<file path="config.mk">
export PLATFORM = sky130hd
export DESIGN_NAME = regfile_write_arbiter
export DESIGN_NICKNAME = d
export VERILOG_FILES = /design/src/rtl/regfile_write_arbiter.sv
export SDC_FILE = /design/constraint.sdc
export NUM_CORES = 1
export LEC_CHECK = 0
export CORE_UTILIZATION = 42
export DETAILED_ROUTE_END_ITERATION = 10
export PLACE_DENSITY = 0.95
export SLEW_MARGIN = 20
export SYNTH_ARGS = -nofsm -noshare
export SYNTH_HDL_FRONTEND = slang
export SYNTH_SLANG_ARGS = --single-unit
export TNS_END_PERCENT = 10
</file>
<file path="constraint.sdc">
create_clock -name clk -period 3.9 [get_ports clk]
set_clock_uncertainty 0.2 [all_clocks]
set_input_delay 0.78 -clock clk [delete_from_list [all_inputs] [get_ports clk]]
set_output_delay 0.78 -clock clk [all_outputs]
set_load 0.01 [all_outputs]
</file>
<file path="src/rtl/regfile_write_arbiter.sv">
// Round-robin arbiter for the single write port of the 32 x 64-bit register file.
// Grants one of two valid/ready requesters per cycle, drops writes to r0, counts commits.
module regfile_write_arbiter #(
    parameter int DATA_W     = 64,
    parameter int ADDR_W     = 5,
    parameter int CNT_W      = 16,
    parameter bit DISCARD_R0 = 1'b1
) (
    input  logic              clk,
    input  logic              rst_n,
    input  logic              hold,
    input  logic              req0_valid,
    input  logic [ADDR_W-1:0] req0_addr,
    input  logic [DATA_W-1:0] req0_data,
    output logic              req0_ready,
    input  logic              req1_valid,
    input  logic [ADDR_W-1:0] req1_addr,
    input  logic [DATA_W-1:0] req1_data,
    output logic              req1_ready,
    output logic              WEn,
    output logic [ADDR_W-1:0] write_register,
    output logic [DATA_W-1:0] Write_data,
    output logic [CNT_W-1:0]  write_count
);

    logic              prio_r;
    logic              wen_r;
    logic [ADDR_W-1:0] waddr_r;
    logic [DATA_W-1:0] wdata_r;
    logic [CNT_W-1:0]  count_r;

    logic              grant0_s;
    logic              grant1_s;
    logic              accept_s;
    logic              commit_s;
    logic [ADDR_W-1:0] sel_addr_s;
    logic [DATA_W-1:0] sel_data_s;

    // Grant decode: readys are forced low during reset so a handshake on the reset edge never happens.
    always_comb begin
        grant0_s = 1'b0;
        grant1_s = 1'b0;
        if (rst_n && !hold) begin
            if (req0_valid && (!req1_valid || !prio_r)) begin
                grant0_s = 1'b1;
            end else if (req1_valid) begin
                grant1_s = 1'b1;
            end else begin
                grant0_s = 1'b0;
            end
        end else begin
            grant1_s = 1'b0;
        end
    end

    // Winner's address/data and whether the accepted write reaches the register file.
    always_comb begin
        sel_addr_s = req0_addr;
        sel_data_s = req0_data;
        if (grant1_s) begin
            sel_addr_s = req1_addr;
            sel_data_s = req1_data;
        end else begin
            sel_addr_s = req0_addr;
            sel_data_s = req0_data;
        end
        accept_s = grant0_s | grant1_s;
        commit_s = accept_s && !(DISCARD_R0 && (sel_addr_s == {ADDR_W{1'b0}}));
    end

    // Priority pointer, write-port output registers and commit counter.
    always_ff @(posedge clk) begin
        if (!rst_n) begin
            prio_r  <= 1'b0;
            wen_r   <= 1'b0;
            waddr_r <= {ADDR_W{1'b0}};
            wdata_r <= {DATA_W{1'b0}};
            count_r <= {CNT_W{1'b0}};
        end else begin
            if (accept_s) begin
                prio_r <= grant0_s;
            end else begin
                prio_r <= prio_r;
            end
            wen_r <= commit_s;
            if (commit_s) begin
                waddr_r <= sel_addr_s;
                wdata_r <= sel_data_s;
                count_r <= count_r + {{(CNT_W-1){1'b0}}, 1'b1};
            end else begin
                waddr_r <= waddr_r;
                wdata_r <= wdata_r;
                count_r <= count_r;
            end
        end
    end

    assign req0_ready     = grant0_s;
    assign req1_ready     = grant1_s;
    assign WEn            = wen_r;
    assign write_register = waddr_r;
    assign Write_data     = wdata_r;
    assign write_count    = count_r;

endmodule

</file>
# After elaboration in Yosys (flattened, before gate mapping)
# Index checks and enable logic that the tools add are counted.
[totals]
in_bits = 143
word_cells = 23
register_bits = 87
output_inout_bits = 88
[classes]
muxes = 7
n_reduce_logical = 9
bitwise_logic = 1
addsub = 1
[ops]
columns = ["operator", "n"]
rows = [
  ["64-bit two-way mux", 1],
  ["16-bit by 1-bit adder with 16-bit output (second input constant)", 1],
  ["5-bit logical NOT", 1],
  ["1-bit two-way mux", 5],
  ["5-bit two-way mux", 1],
  ["1-bit logical NOT", 4],
  ["1-bit logical AND", 3],
  ["1-bit logical OR", 1],
  ["1-bit OR", 1],
]

# Logic depth before layout (Yosys ltp)
# Gate-level depths: netlist (run 1).
[logic_depth]
ltp_word = 9
ltp_mapped = 8
ltp_nobuf = 6

# Worst setup path before layout (run 1)
# No wires, ideal clock.
[synth_path]
kind = "input to output"
startpoint = "in hold"
endpoint = "out req1_ready"
n_path_buf = 3
arrival_time_ps = 2007
path_slack_ps = 913
stages = 6
required_ps = 2920
cell_sequence = "and2b_1 nand3_1 buf_2 buf_4 buf_1 inv_1"
[synth_via]
elab_chain_cells = 3
[synth_lines]
columns = ["element", "line_no", "rtl"]
rows = [
  ["from (decl)", "11", "input logic hold,"],
  ["1-bit logical NOT", "43", "if (rst_n && !hold) begin"],
  ["1-bit logical AND", "43", ""],
  ["1-bit two-way mux", "43", ""],
  ["to (decl)", "19", "output logic req1_ready,"],
]
# No other way between the ends.

# Worst setup path in the final report (run 1)
# Ends and elaborated chain as after synthesis.

==> run metrics, run 1 <==
status finished, final reports clean; clock period minus worst slack around 3.3 ns; chip width between 100 and 150 um; Yosys cell types 32; detailed placement HPWL around 9500 um; crit start category input pin; max_cap viols 0; Pint between 1.5 and 2 mW; input/output buffers between 200 and 250; crit path from hold; antenna violations before repair 0; Final Max Slew Viols 0; FF-to-FF End Write_data[21]; Die ar. 0.0101 sq mm; Clk Latency, worst-skew pair 0.34 ns; WS Path Type in -> out; # DRC 0; first-pass GRT wire length between 15000 and 20000 um; total global-route track usage about a quarter; Row Count 35; H-tree depth 3; Clk network pwr share 32.2%; Setup Fix Bufs, Post-CTS 0; period utilization a little over four fifths; met3 wire length ~930 um; Syn-to-layout area delta 64.7%; Antenna Cells 0; Required @ worst endpoint approximately 2.9 ns; cells on worst reg2reg path 6; Chip Height between 100 and 150 um; r2r setup slk ~1.6 ns; final WL between 10000 and 15000 um; Worst Hold Class reg -> reg; CP Max Fanout 4; core region area between 0.009 and 0.01 sq mm; final core occ around 72%; setup violators final 0; nets between 700 and 800; Avg Inst Size Synth roughly 9.9 sq um; Yosys reg bits 87; DR vias about 4000; post-synth top area share 42.9%; share of layout cells above drive strength 1 between 4 and 5%; post-detailed-route wirelength per cell roughly 16 um; Synth area leaders dfxtp_1, mux2i_1, nand2_1; clock transition at the registers of the reported paths roughly 0.090 ns; combinational power share 21.8%; maximum clock insertion buffer count 2; max layer used met4; clock sink count 87; FF-to-FF Start prio_r; register area share after synthesis between 40% and 50%; fmax 304 MHz; metal2 WL 6370 um; initial core utilization a little over two fifths; CP endpoint kind primary output; initial drt markers between 150 and 200; Worst setup endpoint req1_ready; sequential share of power a little under half; fillers roughly 730; largest net degree at the start of global routing 76; TritonRoute pass-1 iters 4; hold buffers post-CTS 0; Mapped Cells about 400; Worst slew margin between 40 and 50%; PD cells ~320 mW/mm^2; Lkg Pwr approximately 3.2 nW; Net Sw Frac about a quarter; worst-margin pin slew 0.751 ns; Synthesized Nets 555; Post-DRT Antenna Nets 0; WP data arrival 2.31 ns; I/O Pins about 230; RePlAce Congestion about 0.76; worst vdd rail ir drop about 0.00025 V; Yosys top cell by area dfxtp_1; CTS tree done; reported net switching power 0.514 mW; Hold Vio Cnt, Final 0; Overflow after GRT 0; Clock Tree Root clkbuf_8; total number of yosys warnings 0; vias per cell approximately 5.3; CTS resizes 0; Post-Route M1 WL approximately 4700 um; cts bufs inserted 9; vias in the first global route between 4000 and 5000; unrepaired setup endpoints after global routing no; synthesized area between 0.004 and 0.005 sq mm; setup TNS 0 ns
metal layers:
metal	vias up	track usage, %
li1	1908	-
met1	1869	25.6
met2	180	45.6
met3	35	6.41
met4	0	12.3
met5	-	0
worst max-delay path, cell delays in order:
cell and delay (ns):
clkdlybuf4s50_1 0.43, and2b_1 0.31, nand3_4 0.11, inv_1 0.13, clkdlybuf4s50_1 0.56
cell usage in the layout (no fill, tap or decap), types with 3 or more instances in the layout:
cell and instances:
a21oi_1 13, and4_1 3, buf_4 4, clkbuf_8 10, clkdlybuf4s50_1 229, dfxtp_1 87
inv_1 6, mux2i_1 134, nand2_1 75, nand3_1 3, nand4_1 6, o211ai_1 3
o311ai_0 4, o31ai_1 13, or4_1 11
power groups by stage:
| stage | sequential, mW | clock [mW] | combinational (mW) |
|---|---|---|---|
| global route | 0.988 | 0.749 | 0.497 |
| CTS | 0.981 | 0.705 | 0.470 |
| global placement | 0.998 | 0 | 0.451 |
| floorplan | 1.02 | 0 | 0.141 |
| finish | 0.981 | 0.687 | 0.466 |
| detailed placement | 1.00 | 0 | 0.468 |
cell type report:
type	count	area (sq um)	share of cell area, %
inverters	6	22.5	0.337
clock inverters	5	81.3	1.22
multi-input cells	286	2180	32.5
clock buffers	11	141	2.11
well taps	129	161	2.41
flip-flops and latches	87	1740	26.0
repair buffers	236	2370	35.4
state kept, by name (all words and copies together) (netlist names):
name / count
WEn: 1
Write_data: 64
prio_r: 1
write_count: 16
write_register: 5
stage by stage:
| step | hold WS, ns | instances | area [sq um] | worst slack (ns) | power [mW] |
|---|---|---|---|---|---|
| final | 0.261 | 760 | 6690 | 0.609 | 2.13 |
| after global routing | 0.281 | 760 | 6690 | 0.508 | 2.23 |
| after CTS | 0.265 | 760 | 6690 | 0.606 | 2.16 |
| after detailed placement | 0.253 | 744 | 6470 | 0.445 | 1.47 |
| after global placement | 0.243 | 744 | 6470 | 0.589 | 1.45 |
| after floorplan | 0.261 | 411 | 4060 | 0.913 | 1.17 |
kinds of logic (layout without fill, tap and decap cells):
logic type               after synthesis  in the layout  share of synthesized area (%)
AND/OR/NAND/NOR                      107            107                           12.2
multiplexers                         137            137                           33.9
buffers and inverters                 38            258                           3.94
adder cells (fa/ha/maj)                1              1                          0.308
flip-flops                            87             87                           42.9
AO/OA/AOI/OAI                         41             41                           6.78
cells in the mapped netlist:
cell,number
mux2i_1,134
dfxtp_1,87
nand2_1,75
clkbuf_1,17
a21oi_1,13
o31ai_1,13
buf_2,11
or4_1,11
inv_1,6
nand4_1,6
nand3_1,4
o311ai_0,4
and4_1,3
buf_1,3
o211ai_1,3
a22oi_1,2
mux2_2,2
nor2_1,2
o21ai_0,2
a311oi_1,1
and2_1,1
and2b_1,1
and3_1,1
buf_4,1
ha_1,1
mux2_4,1
nand2b_1,1
nor2b_1,1
o21a_1,1
o21ai_1,1
o41ai_1,1
or2_1,1
how the worst min path moves through the flow:
stage	startpoint	endpoint	slack, ns	depth (start not counted)
floorplan	prio_r	prio_r	0.26	1
global placement	Write_data[9]	Write_data[9]	0.24	2
detailed placement	Write_data[9]	Write_data[9]	0.25	2
CTS	Write_data[9]	Write_data[9]	0.26	2
global route	Write_data[45]	Write_data[45]	0.28	2
finish	Write_data[9]	Write_data[9]	0.26	2
Note: power is estimated with default switching activity, not from simulation.
==> run 2, diff against run 1 <==
--- a/config.mk
+++ b/config.mk
@@ -5,9 +5,9 @@
 export SDC_FILE = /design/constraint.sdc
 export NUM_CORES = 1
 export LEC_CHECK = 0
-export CORE_UTILIZATION = 42
+export CORE_UTILIZATION = 39
 export DETAILED_ROUTE_END_ITERATION = 10
-export PLACE_DENSITY = 0.95
+export PLACE_DENSITY = 0.91
 export SLEW_MARGIN = 20
 export SYNTH_ARGS = -nofsm -noshare
 export SYNTH_HDL_FRONTEND = slang
==> constraint.sdc (replaced) <==
create_clock -name clk -period 3.1 [get_ports clk]
set_clock_uncertainty 0.2 [all_clocks]
set_input_delay 0.62 -clock clk [delete_from_list [all_inputs] [get_ports clk]]
set_output_delay 0.62 -clock clk [all_outputs]
set_load 0.01 [all_outputs]
==> run metrics, run 2 (synthesis results as in run 1) <==
input/output buffers 230; unrepaired setup endpoints after global routing no; Post-DRT Antenna Nets 0; post-detailed-route wirelength per cell roughly 16 um; worst-margin pin slew between 0.7 and 0.8 ns; register area around 0.0017 sq mm; Worst Hold Class reg -> reg; commonest cells after routing, fill and taps aside clkdlybuf4s50_1, mux2i_1, dfxtp_1; Syn-to-layout area delta 63.6%; Clock Tree Root clkbuf_8; Row Count 36; Overflow after GRT 0; Lkg Pwr approximately 3.2 nW; most common cell after layout, fill and taps aside clkdlybuf4s50_1; status finished, final reports clean; final WL about 12000 um; vias in the first global route a little over 4000; crit start category input pin; crit path from hold; maximum clock insertion buffer count 2; hold buffers post-CTS 0; vias per cell a little over 5; clock sink count 87; first-pass GRT wire length 19500 um; area of the multi-input gates 0.00218 sq mm; placed cells 750; nets 772; Net Sw Frac 25.2%; reported net switching power about 0.63 mW; Clk network pwr share between 20% and 30%; CTS tree done; H-tree depth 3; Worst slew margin about 48%; fmax between 300 and 400 MHz; combinational power share 23.3%; r2r setup slk roughly 0.91 ns; cts bufs inserted 9; CP endpoint kind primary output; TritonRoute pass-1 iters 4; period utilization around 95%; clock transition at the registers of the reported paths 0.08 ns; WP data arrival 2.12 ns; chip width 104 um; clock period minus worst slack around 2.9 ns; largest net degree at the start of global routing 76; DR vias roughly 3900; antenna violations before repair 0; Worst setup endpoint req1_ready; CTS resizes 0; setup TNS 0 ns; Largest register FFs between 60 and 70; total global-route track usage about 22%; Hold Vio Cnt, Final 0; FF-to-FF Start prio_r; fillers roughly 780; share of layout cells above drive strength 1 3.96%; sequential share of power 49.2%; Required @ worst endpoint roughly 2.3 ns; cells on worst reg2reg path 6; worst vdd rail ir drop around 0.00022 V; Non-Filler Instances between 700 and 800; WS Path Type in -> out; Clk Latency, worst-skew pair 0.35 ns; setup violators final 0; I/O Pins between 200 and 250; Die ar. around 0.011 sq mm; Antenna Cells 0; RePlAce Congestion ~0.74; Chip Height between 100 and 150 um; max_cap viols 0; initial core utilization about two fifths; initial drt markers approximately 160; PD cells roughly 380 mW/mm^2; CP Max Fanout 5; Setup Fix Bufs, Post-CTS 0; Power Total 2.50 mW; detailed placement HPWL between 9000 and 10000 um; core region area about 0.01 sq mm; # DRC 0; Pint between 1.5 and 2 mW; Final Max Slew Viols 0; FF-to-FF End write_register[0]
## run 2: cell types whose count changed in the layout (fill, tap and decap cells not counted), sizes merged
cell	delta
clkbuf	+3
buf	+2
bufinv	-2
clkinv	-1
clkinvlp	-1
## run 2: worst min-delay path by stage
| stage | start | to | slack [ns] | cells after the start |
|---|---|---|---|---|
| after floorplan | prio_r | prio_r | 0.26 | 1 |
| after global placement | Write_data[61] | Write_data[61] | 0.24 | 2 |
| after detailed placement | Write_data[38] | Write_data[38] | 0.25 | 2 |
| after CTS | Write_data[3] | Write_data[3] | 0.27 | 2 |
| after global routing | Write_data[3] | Write_data[3] | 0.28 | 2 |
| final | Write_data[25] | Write_data[25] | 0.27 | 2 |
## run 2: per-stage QoR
stage	util, %	setup WS (ns)	hold WS [ns]	cell area [sq um]
floorplan	-	0.433	0.261	4060
CTS	66.8	0.156	0.269	6650
finish	66.8	0.165	0.265	6650
global route	66.8	0.0883	0.279	6650
global placement	65.2	0.167	0.244	6490
detailed placement	65.2	0.0715	0.252	6490
## run 2: cell type report
type,count,share of cell area (%)
Clock buffer,14,2.30
Sequential cell,87,26.2
Multi-Input combinational cell,286,32.7
Tap cell,133,2.50
Clock inverter,1,0.0753
Inverter,6,0.339
Timing Repair Buffer,238,35.8
## run 2: critical path: stages
cell,delay [ns]
clkdlybuf4s50_1,0.42
and2b_1,0.30
nand3_4,0.13
inv_1,0.08
clkdlybuf4s50_1,0.56
## run 2: power by group through the flow
stage          registers, mW  logic (mW)  clock network (mW)
3_5_place_dp            1.26       0.588                   0
6_report                1.23       0.583               0.690
4_1_cts                 1.23       0.591               0.706
2_1_floorplan           1.29       0.177                   0
5_1_grt                 1.24       0.624               0.763
3_3_place_gp            1.25       0.572                   0
## run 2: layer usage
layer | wire length, um | part of all wire [%] | up-vias | GRT usage [%]
met2 | 6170 | 51 | 159 | 41.1
met3 | 770 | 6.4 | 15 | 5.01
met1 | 4870 | 41 | 1801 | 24.8
met4 | 199 | 1.7 | 0 | 8.78
met5 | 0 | 0 | - | 0
li1 | - | - | 1902 | -
